--- src/rtl/riscv_pkg.sv ---
// Shared definitions for the load/store unit: memory access modes,
// fault codes and the sequencer state encoding.
package riscv_pkg;

  localparam logic [2:0] MEM_B  = 3'b000;
  localparam logic [2:0] MEM_H  = 3'b001;
  localparam logic [2:0] MEM_W  = 3'b010;
  localparam logic [2:0] MEM_BU = 3'b011;
  localparam logic [2:0] MEM_HU = 3'b100;

  localparam logic [1:0] FAULT_NONE    = 2'b00;
  localparam logic [1:0] FAULT_ALIGN   = 2'b01;
  localparam logic [1:0] FAULT_TIMEOUT = 2'b10;

  typedef enum logic [1:0] {
    IDLE      = 2'b00,
    REQ       = 2'b01,
    WAIT_RESP = 2'b10,
    DONE      = 2'b11
  } lsu_state_t;

endpackage

--- src/rtl/lsu_controller_if.sv ---
// Word-addressed, handshaked data-memory bus between the LSU (master)
// and the data memory (slave).
interface lsu_controller_if #(
  parameter int ADDR_W = 32
);

  logic              req;
  logic              we;
  logic [ADDR_W-1:0] addr;
  logic [3:0]        be;
  logic [31:0]       wdata;
  logic              gnt;
  logic              rvalid;
  logic [31:0]       rdata;

  modport master (
    output req, we, addr, be, wdata,
    input  gnt, rvalid, rdata
  );

  modport slave (
    input  req, we, addr, be, wdata,
    output gnt, rvalid, rdata
  );

endinterface

--- src/rtl/lsu_controller_lane_align.sv ---
// Purely combinational lane handling for the LSU: legality/alignment
// check, byte-enable generation, store-data replication and load-data
// lane extraction with sign/zero extension.
module lsu_lane_align
  import riscv_pkg::*;
(
  input  logic        rd_en,
  input  logic        wr_en,
  input  logic [2:0]  mem_mode,
  input  logic [1:0]  addr_lo,
  input  logic [31:0] wdata,
  output logic        legal,
  output logic [3:0]  be,
  output logic [31:0] wdata_lane,
  input  logic [2:0]  ld_mode,
  input  logic [1:0]  ld_off,
  input  logic [31:0] ld_raw,
  output logic [31:0] ld_data
);

  logic [7:0]  ld_byte;
  logic [15:0] ld_half;

  // Decode the incoming request into byte enables, replicated store data and a legality flag
  always_comb begin
    legal      = 1'b1;
    be         = 4'b0000;
    wdata_lane = wdata;
    case (mem_mode)
      MEM_B, MEM_BU: begin
        be         = 4'b0001 << addr_lo;
        wdata_lane = {4{wdata[7:0]}};
      end
      MEM_H, MEM_HU: begin
        be         = 4'b0011 << {addr_lo[1], 1'b0};
        wdata_lane = {2{wdata[15:0]}};
        if (addr_lo[0]) legal = 1'b0;
      end
      MEM_W: begin
        be = 4'b1111;
        if (addr_lo != 2'b00) legal = 1'b0;
      end
      default: legal = 1'b0;
    endcase
    if (rd_en && wr_en) legal = 1'b0;
    if (wr_en && (mem_mode == MEM_BU || mem_mode == MEM_HU)) legal = 1'b0;
  end

  // Pick the addressed lane out of the returned word and extend it to 32 bits
  always_comb begin
    ld_byte = ld_raw[{ld_off, 3'b000} +: 8];
    ld_half = ld_off[1] ? ld_raw[31:16] : ld_raw[15:0];
    case (ld_mode)
      MEM_B:   ld_data = {{24{ld_byte[7]}}, ld_byte};
      MEM_BU:  ld_data = {24'h000000, ld_byte};
      MEM_H:   ld_data = {{16{ld_half[15]}}, ld_half};
      MEM_HU:  ld_data = {16'h0000, ld_half};
      MEM_W:   ld_data = ld_raw;
      default: ld_data = 32'h0000_0000;
    endcase
  end

endmodule

--- src/rtl/lsu_controller.sv ---
// Multi-cycle load/store sequencer. Stalls the single-cycle core while an
// access is in flight on the handshaked data bus, reports completion with
// a one-cycle done pulse and flags misaligned/illegal or timed-out accesses.
module lsu_controller
  import riscv_pkg::*;
#(
  parameter int ADDR_W  = 32,
  parameter int TIMEOUT = 255
) (
  input  logic              clk,
  input  logic              rst_n,
  input  logic              rd_en,
  input  logic              wr_en,
  input  logic [2:0]        mem_mode,
  input  logic [ADDR_W-1:0] addr,
  input  logic [31:0]       wdata,
  output logic              stall,
  output logic [31:0]       rdata,
  output logic              done,
  output logic [1:0]        fault,
  lsu_controller_if.master  bus
);

  localparam logic [15:0] TMO_LAST = 16'(TIMEOUT - 1);

  lsu_state_t  state;
  lsu_state_t  state_next;
  logic [15:0] tmo_cnt;
  logic [2:0]  ld_mode_q;
  logic [1:0]  ld_off_q;

  logic        legal;
  logic [3:0]  be_c;
  logic [31:0] wdata_c;
  logic [31:0] ld_data;
  logic        tmo_hit;

  logic        start_access;
  logic        start_illegal;
  logic        enter_wait;
  logic        finish_store;
  logic        finish_load;
  logic        finish_tmo;

  lsu_lane_align u_lane_align (
    .rd_en      (rd_en),
    .wr_en      (wr_en),
    .mem_mode   (mem_mode),
    .addr_lo    (addr[1:0]),
    .wdata      (wdata),
    .legal      (legal),
    .be         (be_c),
    .wdata_lane (wdata_c),
    .ld_mode    (ld_mode_q),
    .ld_off     (ld_off_q),
    .ld_raw     (bus.rdata),
    .ld_data    (ld_data)
  );

  assign tmo_hit = (tmo_cnt == TMO_LAST);

  // State register; reset returns to IDLE so any in-flight access is abandoned
  always_ff @(posedge clk or negedge rst_n) begin
    if (!rst_n) state <= IDLE;
    else        state <= state_next;
  end

  // Next-state logic plus the combinational stall and transition strobes
  always_comb begin
    state_next    = state;
    stall         = 1'b0;
    start_access  = 1'b0;
    start_illegal = 1'b0;
    enter_wait    = 1'b0;
    finish_store  = 1'b0;
    finish_load   = 1'b0;
    finish_tmo    = 1'b0;
    case (state)
      IDLE: begin
        if (rd_en || wr_en) begin
          if (legal) begin
            stall        = rst_n;
            start_access = 1'b1;
            state_next   = REQ;
          end else begin
            start_illegal = 1'b1;
            state_next    = DONE;
          end
        end
      end
      REQ: begin
        stall = 1'b1;
        if (bus.gnt && bus.we) begin
          finish_store = 1'b1;
          state_next   = DONE;
        end else if (tmo_hit) begin
          finish_tmo = 1'b1;
          state_next = DONE;
        end else if (bus.gnt) begin
          enter_wait = 1'b1;
          state_next = WAIT_RESP;
        end
      end
      WAIT_RESP: begin
        stall = 1'b1;
        if (bus.rvalid) begin
          finish_load = 1'b1;
          state_next  = DONE;
        end else if (tmo_hit) begin
          finish_tmo = 1'b1;
          state_next = DONE;
        end
      end
      DONE: begin
        state_next = IDLE;
      end
      default: state_next = IDLE;
    endcase
  end

  // Bus request registers, timeout counter and the registered completion outputs
  always_ff @(posedge clk or negedge rst_n) begin
    if (!rst_n) begin
      bus.req   <= 1'b0;
      bus.we    <= 1'b0;
      bus.addr  <= '0;
      bus.be    <= 4'b0000;
      bus.wdata <= 32'h0000_0000;
      rdata     <= 32'h0000_0000;
      done      <= 1'b0;
      fault     <= FAULT_NONE;
      tmo_cnt   <= 16'h0000;
      ld_mode_q <= 3'b000;
      ld_off_q  <= 2'b00;
    end else begin
      done <= 1'b0;
      if (state == REQ || state == WAIT_RESP) tmo_cnt <= tmo_cnt + 16'd1;
      if (start_access) begin
        bus.req   <= 1'b1;
        bus.we    <= wr_en;
        bus.addr  <= {addr[ADDR_W-1:2], 2'b00};
        bus.be    <= be_c;
        bus.wdata <= wdata_c;
        ld_mode_q <= mem_mode;
        ld_off_q  <= addr[1:0];
        tmo_cnt   <= 16'h0000;
      end
      if (enter_wait || finish_store || finish_tmo) bus.req <= 1'b0;
      if (start_illegal) begin
        done  <= 1'b1;
        fault <= FAULT_ALIGN;
        rdata <= 32'h0000_0000;
      end
      if (finish_store) begin
        done  <= 1'b1;
        fault <= FAULT_NONE;
        rdata <= 32'h0000_0000;
      end
      if (finish_load) begin
        done  <= 1'b1;
        fault <= FAULT_NONE;
        rdata <= ld_data;
      end
      if (finish_tmo) begin
        done  <= 1'b1;
        fault <= FAULT_TIMEOUT;
        rdata <= 32'h0000_0000;
      end
    end
  end

endmodule

--- src/flat_wrapper.sv ---
// flat-port wrapper written by rule: the top's interface ports become plain ports
module lsu_controller_flat import riscv_pkg::*;
#(
  parameter int ADDR_W  = 32,
  parameter int TIMEOUT = 255
)
  (clk, rst_n, rd_en, wr_en, mem_mode, addr, wdata, stall, rdata, done, fault, bus_req, bus_we, bus_addr, bus_be, bus_wdata, bus_gnt, bus_rvalid, bus_rdata);
  lsu_controller_if #(.ADDR_W(ADDR_W)) bus_i ();
  input  logic clk;
  input  logic rst_n;
  input  logic rd_en;
  input  logic wr_en;
  input  logic [2:0] mem_mode;
  input  logic [ADDR_W-1:0] addr;
  input  logic [31:0] wdata;
  output logic stall;
  output logic [31:0] rdata;
  output logic done;
  output logic [1:0] fault;
  output wire logic [$bits(bus_i.req)-1:0] bus_req;
  output wire logic [$bits(bus_i.we)-1:0] bus_we;
  output wire logic [$bits(bus_i.addr)-1:0] bus_addr;
  output wire logic [$bits(bus_i.be)-1:0] bus_be;
  output wire logic [$bits(bus_i.wdata)-1:0] bus_wdata;
  input wire logic [$bits(bus_i.gnt)-1:0] bus_gnt;
  input wire logic [$bits(bus_i.rvalid)-1:0] bus_rvalid;
  input wire logic [$bits(bus_i.rdata)-1:0] bus_rdata;
  assign bus_req = bus_i.req;
  assign bus_we = bus_i.we;
  assign bus_addr = bus_i.addr;
  assign bus_be = bus_i.be;
  assign bus_wdata = bus_i.wdata;
  assign bus_i.gnt = bus_gnt;
  assign bus_i.rvalid = bus_rvalid;
  assign bus_i.rdata = bus_rdata;
  lsu_controller #(.ADDR_W(ADDR_W), .TIMEOUT(TIMEOUT)) u_core (.clk(clk), .rst_n(rst_n), .rd_en(rd_en), .wr_en(wr_en), .mem_mode(mem_mode), .addr(addr), .wdata(wdata), .stall(stall), .rdata(rdata), .done(done), .fault(fault), .bus(bus_i));
endmodule
--- config.mk ---
export PLATFORM = sky130hd
export DESIGN_NAME = lsu_controller_flat
export DESIGN_NICKNAME = d
export VERILOG_FILES = /design/src/rtl/riscv_pkg.sv /design/src/rtl/lsu_controller_if.sv /design/src/rtl/lsu_controller_lane_align.sv /design/src/rtl/lsu_controller.sv /design/src/flat_wrapper.sv
export SDC_FILE = /design/constraint.sdc
export NUM_CORES = 1
export LEC_CHECK = 0
export BUFFER_PORTS_ARGS = -buffer_cell sky130_fd_sc_hd__buf_4
export CAP_MARGIN = 10
export CORE_MARGIN = 5
export CORE_UTILIZATION = 25
export CTS_BUF_LIST = sky130_fd_sc_hd__clkbuf_16
export CTS_CLUSTER_DIAMETER = 150
export CTS_CLUSTER_SIZE = 16
export DETAILED_ROUTE_END_ITERATION = 8
export SETUP_SLACK_MARGIN = 0.1
export SYNTH_ARGS = -nofsm -noshare
export SYNTH_HDL_FRONTEND = slang
export SYNTH_SLANG_ARGS = --single-unit
--- constraint.sdc ---
create_clock -name clk -period 2.01 [get_ports clk]
set_clock_uncertainty 0.1 [all_clocks]
set_input_delay 0 -clock clk [delete_from_list [all_inputs] [get_ports clk]]
set_output_delay 0 -clock clk [all_outputs]
set_load 0.05 [all_outputs]
; Yosys cells after proc, flatten, opt, wreduce, memory -nomap -nowiden
; Index checks and enable logic that the tools add are counted.
[classes]
n_mux = 54
shift = 3
n_reduce_logical = 19
eq_ne = 15
n_addsub = 1
[op_table]
columns = cell, count
row1 = $pmux 32 s5, 1
row2 = $mux 32, 4
row3 = $pmux 32 s2, 1
row4 = $mux 16, 3
row5 = $shiftx 32x6->8, 1
row6 = $mux 1, 29
row7 = $mux 2, 11
row8 = $add 16x1->16 const B, 1
row9 = $eq 16x8->1 const B, 1
row10 = $eq 3x2->1 const B, 4
row11 = $pmux 4 s3, 1
row12 = $pmux 2 s4, 1
row13 = $eq 3x1->1 const B, 2
row14 = $eq 3x3->1 const B, 2
row15 = $logic_not 3->1, 2
row16 = $reduce_bool 2->1, 3
row17 = $reduce_or 2->1, 3
row18 = $logic_or 1x1->1, 5
row19 = $eq 2x2->1 const B, 2
row20 = $ne 4x2->1 const B, 1
row21 = $pmux 1 s2, 2
row22 = $reduce_bool 4->1, 1
row23 = $shl 1x2->4 const A, 1
row24 = $shl 2x2->4 const A, 1
row25 = 7 further kinds, 9
[totals]
register_bits = 126
wordCells = 104

; Logic depth before layout (Yosys ltp)
[depth]
depth_word = 12
ltp_mapped = 8
mapped_depth_nobuf = 6

; Hierarchy
; A second synthesis with hierarchy kept.
[unflattened]
cells_unflattened = 734
area_unflattened_um2 = 6665.1
[by_module_without_submodules]
columns = module, seq_area_each_um2, n_inst, cells_per_inst, area_per_inst_um2
row1 = lsu_controller, 3153.0, 1, 548, 5188.7
row2 = lsu_lane_align, 0.0, 1, 186, 1476.4

; Worst setup path after synthesis
; No wires, ideal clock.
[synth_timing]
path_kind = register to output
from = register u_core.state[0]
to = output stall
t_required_ns = 1.910
stages_incl_launch_ff = 7
slack_ns = -0.110
arrival_time_ns = 2.020
n_path_buf = 1
path_cell_list = dfrtp_1 -> inv_1 -> ha_1 -> o21a_1 -> nand4_2 -> buf_2 -> o22ai_1
[synth_via]
elab_chain_len = 3
elab_cells_between_ends = 5
classes_between = eq/ne: 2 / mux: 1 / reduce/logical: 2
[synth_rtl]
columns = element, line_no
row1 = start: declaration, lsu_controller.sv:26  ; lsu_state_t state;
row2 = start signal: assignment, lsu_controller.sv:65  ; else state <= state_next;
row3 = $eq 2x2->1 / $eq 2x1->1 (equally long branches), lsu_controller.sv:78  ; case (state)
row4 = $reduce_or 2->1 (no source line), --
row5 = $pmux 1 s2 *, lsu_controller.sv:78
row6 = end: declaration, flat_wrapper.sv:16  ; output logic stall;
; Mark *: on every way between the ends. The rest lies on a longest branch, timed or not.

; Final worst setup path
[layout_timing]
from = register u_core.ld_mode_q[0]
to = register u_core.rdata[26]
[layout_via]
elab_chain_len = 4
elab_cells_between_ends = 8
classes_between = eq/ne: 4 / mux: 3 / reduce/logical: 1
[layout_rtl]
columns = element, line_no
row1 = start: declaration, lsu_controller.sv:29  ; logic [2:0] ld_mode_q;
row2 = start signal: assignment, lsu_controller.sv:144  ; ld_mode_q <= mem_mode;
row3 = "$eq 3x2->1, or another cell as far along", lsu_controller_lane_align.sv:53  ; case (ld_mode)
row4 = $pmux 32 s5 *, lsu_controller_lane_align.sv:53
row5 = $mux 32 *, lsu_controller.sv:159  ; if (finish_load) begin
row6 = $mux 32 *, lsu_controller.sv:164  ; if (finish_tmo) begin
row7 = end signal: assignment, lsu_controller.sv:162  ; rdata <= ld_data;
row8 = end: declaration, lsu_controller.sv:18  ; output logic [31:0] rdata,
; Marked as above.
; A chain may end at the register's enable or synchronous reset.

==> tab_implementation.tex <==
\begin{tabular}{lr}
\hline
Metric & Value \\
\hline
\multicolumn{2}{l}{\textbf{Place}} \\
\quad Number of placed instances with taps included & 1163 \\
\quad Routability congestion estimate & approximately 0.81 \\
\quad DP HPWL & 15400 um \\
\quad Quantity of I/O buffers inserted on ports & 208 \\
\quad Post-detailed-placement cell area & 9000 sq um \\
\multicolumn{2}{l}{\textbf{Global route}} \\
\quad Initial antenna violation count & 2 \\
\quad Wire length of the first global-routing pass & 37100 um \\
\quad Pin count of the biggest net entering global routing & 64 \\
\quad Vias in the first global route & between 6000 and 7000 \\
\quad GR Util All Layers & between 10\% and 20\% \\
\quad Total gr overflow & 0 \\
\multicolumn{2}{l}{\textbf{Synthesis}} \\
\quad Synth top area share & approximately 46\% \\
\quad Mapped cell area & slightly below 7000 sq um \\
\quad Count of distinct cell types in the synthesized netlist & around 60 \\
\quad Cell count after synthesis & slightly above 600 \\
\quad Synth Area per Inst & 11.0 sq um \\
\quad Share of synthesized registers carrying an async set or reset & 100\% \\
\quad Total of flip-flops plus latches after synthesis & 126 \\
\quad Most used flip-flop cell after synthesis & dfrtp\_1 \\
\quad Number of flops mapped to enable cells by yosys & 0 \\
\quad Cell taking the most area after synthesis & dfrtp\_1 \\
\quad Most instantiated cells after synthesis & 126 x dfrtp\_1, 55 x mux2\_2, 53 x inv\_1 \\
\quad Top-count cell post-synth & dfrtp\_1 \\
\quad Portion of the post-synthesis area used by sequential elements & a little under half \\
\quad Yosys warns & 0 \\
\quad Synth top area cells & dfrtp\_1 46\%, mux2\_2 9.1\%, mux2\_4 6.8\% \\
\multicolumn{2}{l}{\textbf{STA}} \\
\quad Number of max-slew violations in the final report & 0 \\
\quad Final Hold Vio Count & 0 \\
\quad Final Cycle Share & 101\% \\
\quad Final min period & 2.02 ns \\
\quad Tightest hold margin & 0.0475 ns \\
\quad Achievable clock frequency & 495 MHz \\
\quad Final Worst Setup Slack & -0.0120 ns \\
\quad RSZ-0062 raised after global routing & yes \\
\quad Slew margin rel. & a little under 60\% \\
\quad Setup-failing EPs final & 1 \\
\quad Worst-margin pin slew & 0.616 ns \\
\multicolumn{2}{l}{\textbf{Power}} \\
\quad Combinational fraction of design power & about three fifths \\
\quad Largest voltage drop on the vdd net & 0.000885 V \\
\quad Relative contribution of the clock network to total power & between 15 and 20\% \\
\quad Internal portion of total power & 10.8 mW \\
\quad Part of the power in registers & 22.7\% \\
\quad Cell Pwr Density & about 1700 nW/um\^{}2 \\
\quad Switching power share of the total & 45.8\% \\
\quad P\_sw & 9.11 mW \\
\quad Static Leak & 5.33 nW \\
\multicolumn{2}{l}{\textbf{Final layout}} \\
\quad Non-filler instance count after layout & 1338 \\
\quad Total non-filler cell area in the finished layout & 12000 sq um \\
\quad Fillers & 2410 \\
\quad NumNets Final & 1095 \\
\quad Share of cells above drive strength 1 & 49.6\% \\
\quad Post-synthesis to final-layout area growth & 75.0\% \\
\quad Final core utilization & 44.4\% \\
\multicolumn{2}{l}{\textbf{Floorplan}} \\
\quad Core Region & 27000 sq um \\
\quad Core Rows & 60 \\
\quad Width of the chip & 175 um \\
\quad IO Pins & 211 \\
\quad Die ar. & 30700 sq um \\
\quad Vertical die dimension & 175 um \\
\quad Initial Utilization & 25.3\% \\
\multicolumn{2}{l}{\textbf{Clock network}} \\
\quad Buffer type at the clock tree root & clkbuf\_16 \\
\quad Total CTS buffers & 17 \\
\quad Insertion delay of the later-clocked pin in the worst-skew pair & 0.42 ns \\
\quad CTS clock-pin slew for the worst setup and hold paths & around 0.07 ns \\
\quad Number of buffers on the longest clock path & 2 \\
\quad Clock sink count & 126 \\
\quad TritonCTS clock tree & yes \\
\quad Level count of the clock H-tree & 4 \\
\multicolumn{2}{l}{\textbf{Worst setup path}} \\
\quad Required time at the worst-slack endpoint & 2.21 ns \\
\quad Register-to-register setup slack & -0.01 ns \\
\quad Critical path launch point & u\_core.ld\_mode\_q[0]\$\_DFFE\_PN0P\_ \\
\quad Worst reg2reg path depth & 7 \\
\quad Worst setup path class & flip-flop to flip-flop \\
\quad Worst reg2reg startpoint & u\_core.ld\_mode\_q[0]\$\_DFFE\_PN0P\_ \\
\quad Capturing point of the worst reg2reg path & u\_core.rdata[26]\$\_DFFE\_PN0P\_ \\
\quad Element type at the critical path start & flip-flop \\
\quad CP Data Arrival Time & 2.22 ns \\
\quad Element type at the critical path end & flip-flop \\
\quad Timing endpoint of the critical path & u\_core.rdata[26]\$\_DFFE\_PN0P\_ \\
\quad Largest fanout on the critical path & 6 \\
\multicolumn{2}{l}{\textbf{Worst hold path}} \\
\quad Worst min path class & input port to asynchronous set/reset pin \\
\multicolumn{2}{l}{\textbf{Detailed routing}} \\
\quad Wire length per cell & 18.5 um \\
\quad First-pass iteration count of the detailed router & 6 \\
\quad Detailed-route via count & between 6000 and 7000 \\
\quad Count of unresolved DRC violations after routing & 0 \\
\quad Final wirelength & approximately 25000 um \\
\quad Post-route ant nets & 0 \\
\quad Detail-routed via count per cell & 4.84 \\
\quad DRC marker count from the first detailed-route iteration & 413 \\
\multicolumn{2}{l}{\textbf{Flow run}} \\
\quad Max-cap check violation count & 0 \\
\multicolumn{2}{l}{\textbf{Status}} \\
\quad Violations in the final reports & negative setup slack \\
\quad Run status & finished with violations \\
\hline
\end{tabular}
-- cell type report --
cell class              instances  area, sq um  area share (%)
multi-input cells             392         3910            32.7
well taps                     341          427            3.57
diodes                          1         2.50          0.0209
clock buffers                  17          425            3.56
clock inverters                15          171            1.43
flip-flops and latches        126         3160            26.4
inverters                      53          199            1.66
repair buffers                393         3670            30.7
-- kinds of logic after synthesis --
family / after synthesis / synth area share (%)
simple gates: 137 / 11.3
compound gates: 132 / 14.6
flops: 126 / 46.2
buf+inv: 102 / 6.89
mux: 99 / 17.8
xor+xnor: 15 / 1.92
fa+ha+maj: 7 / 1.28
other cells: 1 / 0.0549
-- state kept, by name (all words and copies together), names as in the netlist --
register,count
u_core.bus.addr,30
u_core.bus.wdata,32
u_core.tmo_cnt,16
u_core.bus.req,1
u_core.bus.be,4
u_core.ld_mode_q,3
u_core.state,2
u_core.done,1
u_core.fault,2
u_core.ld_off_q,2
u_core.rdata,32
u_core.bus.we,1
-- power groups by stage --
stage | clock [mW] | sequential (mW) | combinational (mW)
global placement | 0 | 4.46 | 9.77
finish | 3.19 | 4.51 | 12.2
floorplan | 0 | 7.67 | 3.38
detailed placement | 0 | 4.47 | 9.86
global route | 3.37 | 4.67 | 12.8
CTS | 3.24 | 4.47 | 10.6
-- worst max-delay path, cell delays in order (launching register included) --
cell	delay, ns
dfrtp_1	0.41
buf_6	0.12
or4_4	0.54
o32ai_4	0.20
buf_6	0.18
clkbuf_16	0.15
a211oi_2	0.04
o32ai_1	0.16
-- worst min path at each step --
stage,slack [ns],startpoint,end,depth (start not counted)
finish,0.05,rst_n,u_core.bus.wdata[16]$_DFFE_PN0P_,3
global route,0.08,rst_n,u_core.bus.wdata[16]$_DFFE_PN0P_,3
CTS,0.04,rst_n,u_core.rdata[12]$_DFFE_PN0P_,3
detailed placement,-0.17,rst_n,u_core.bus.wdata[16]$_DFFE_PN0P_,1
global placement,-0.17,rst_n,u_core.bus.wdata[16]$_DFFE_PN0P_,1
floorplan,-0.40,rst_n,u_core.bus.addr[10]$_DFFE_PN0P_,0
-- metrics by stage --
stage / setup slack (ns) / total power, mW / setup TNS (ns)
finish: -0.0120 / 19.9 / -0.0120
global placement: -0.00813 / 14.2 / -0.0231
CTS: 0.0242 / 18.3 / 0
floorplan: 0.113 / 11.1 / 0
detailed placement: -0.0919 / 14.3 / -0.331
global route: -0.0600 / 20.8 / -0.0629
-- routing by layer --
| layer | track usage, % | vias up | share of wire [%] |
|---|---|---|---|
| li1 | - | 3006 | - |
| met1 | 19.0 | 3220 | 42 |
| met2 | 24.9 | 204 | 50 |
| met3 | 4.39 | 39 | 6.5 |
| met4 | 4.84 | 2 | 1.9 |
| met5 | 0 | - | 0.057 |
-- repair_timing --
| item | 4_1_cts | 5_1_grt |
|---|---|---|
| pin swaps | 3 | 25 |
| setup endpoints to repair | 99 | 90 |
| gates resized for setup | 29 | 113 |
| gates cloned | 9 | 2 |
| endpoints found under the hold margin | 230 | 0 |
| hold buffers | 103 | 0 |
| buffers inserted | 15 | 13 |
-- cell usage in the layout (no fill, tap or decap), drive strengths merged, types with 3 or more instances in the layout --
cell type      n
buf          288
dfrtp        126
dlygate4sd3  102
mux2          86
inv           56
nand2         45
o32ai         42
a211oi        30
nor2          19
clkbuf        19
o21ai         17
mux2i         13
nor3          11
nor4b         11
a31oi         10
a21oi          9
xnor2          9
nand4          9
nor4bb         8
ha             7
xor2           6
clkinvlp       5
nand2b         5
nor4           5
nand3          4
or2            4
clkinv         4
o211ai         3
bufinv         3
o22ai          3
and4           3
nor2b          3
No activity file was read; power rests on OpenSTA's default activity.
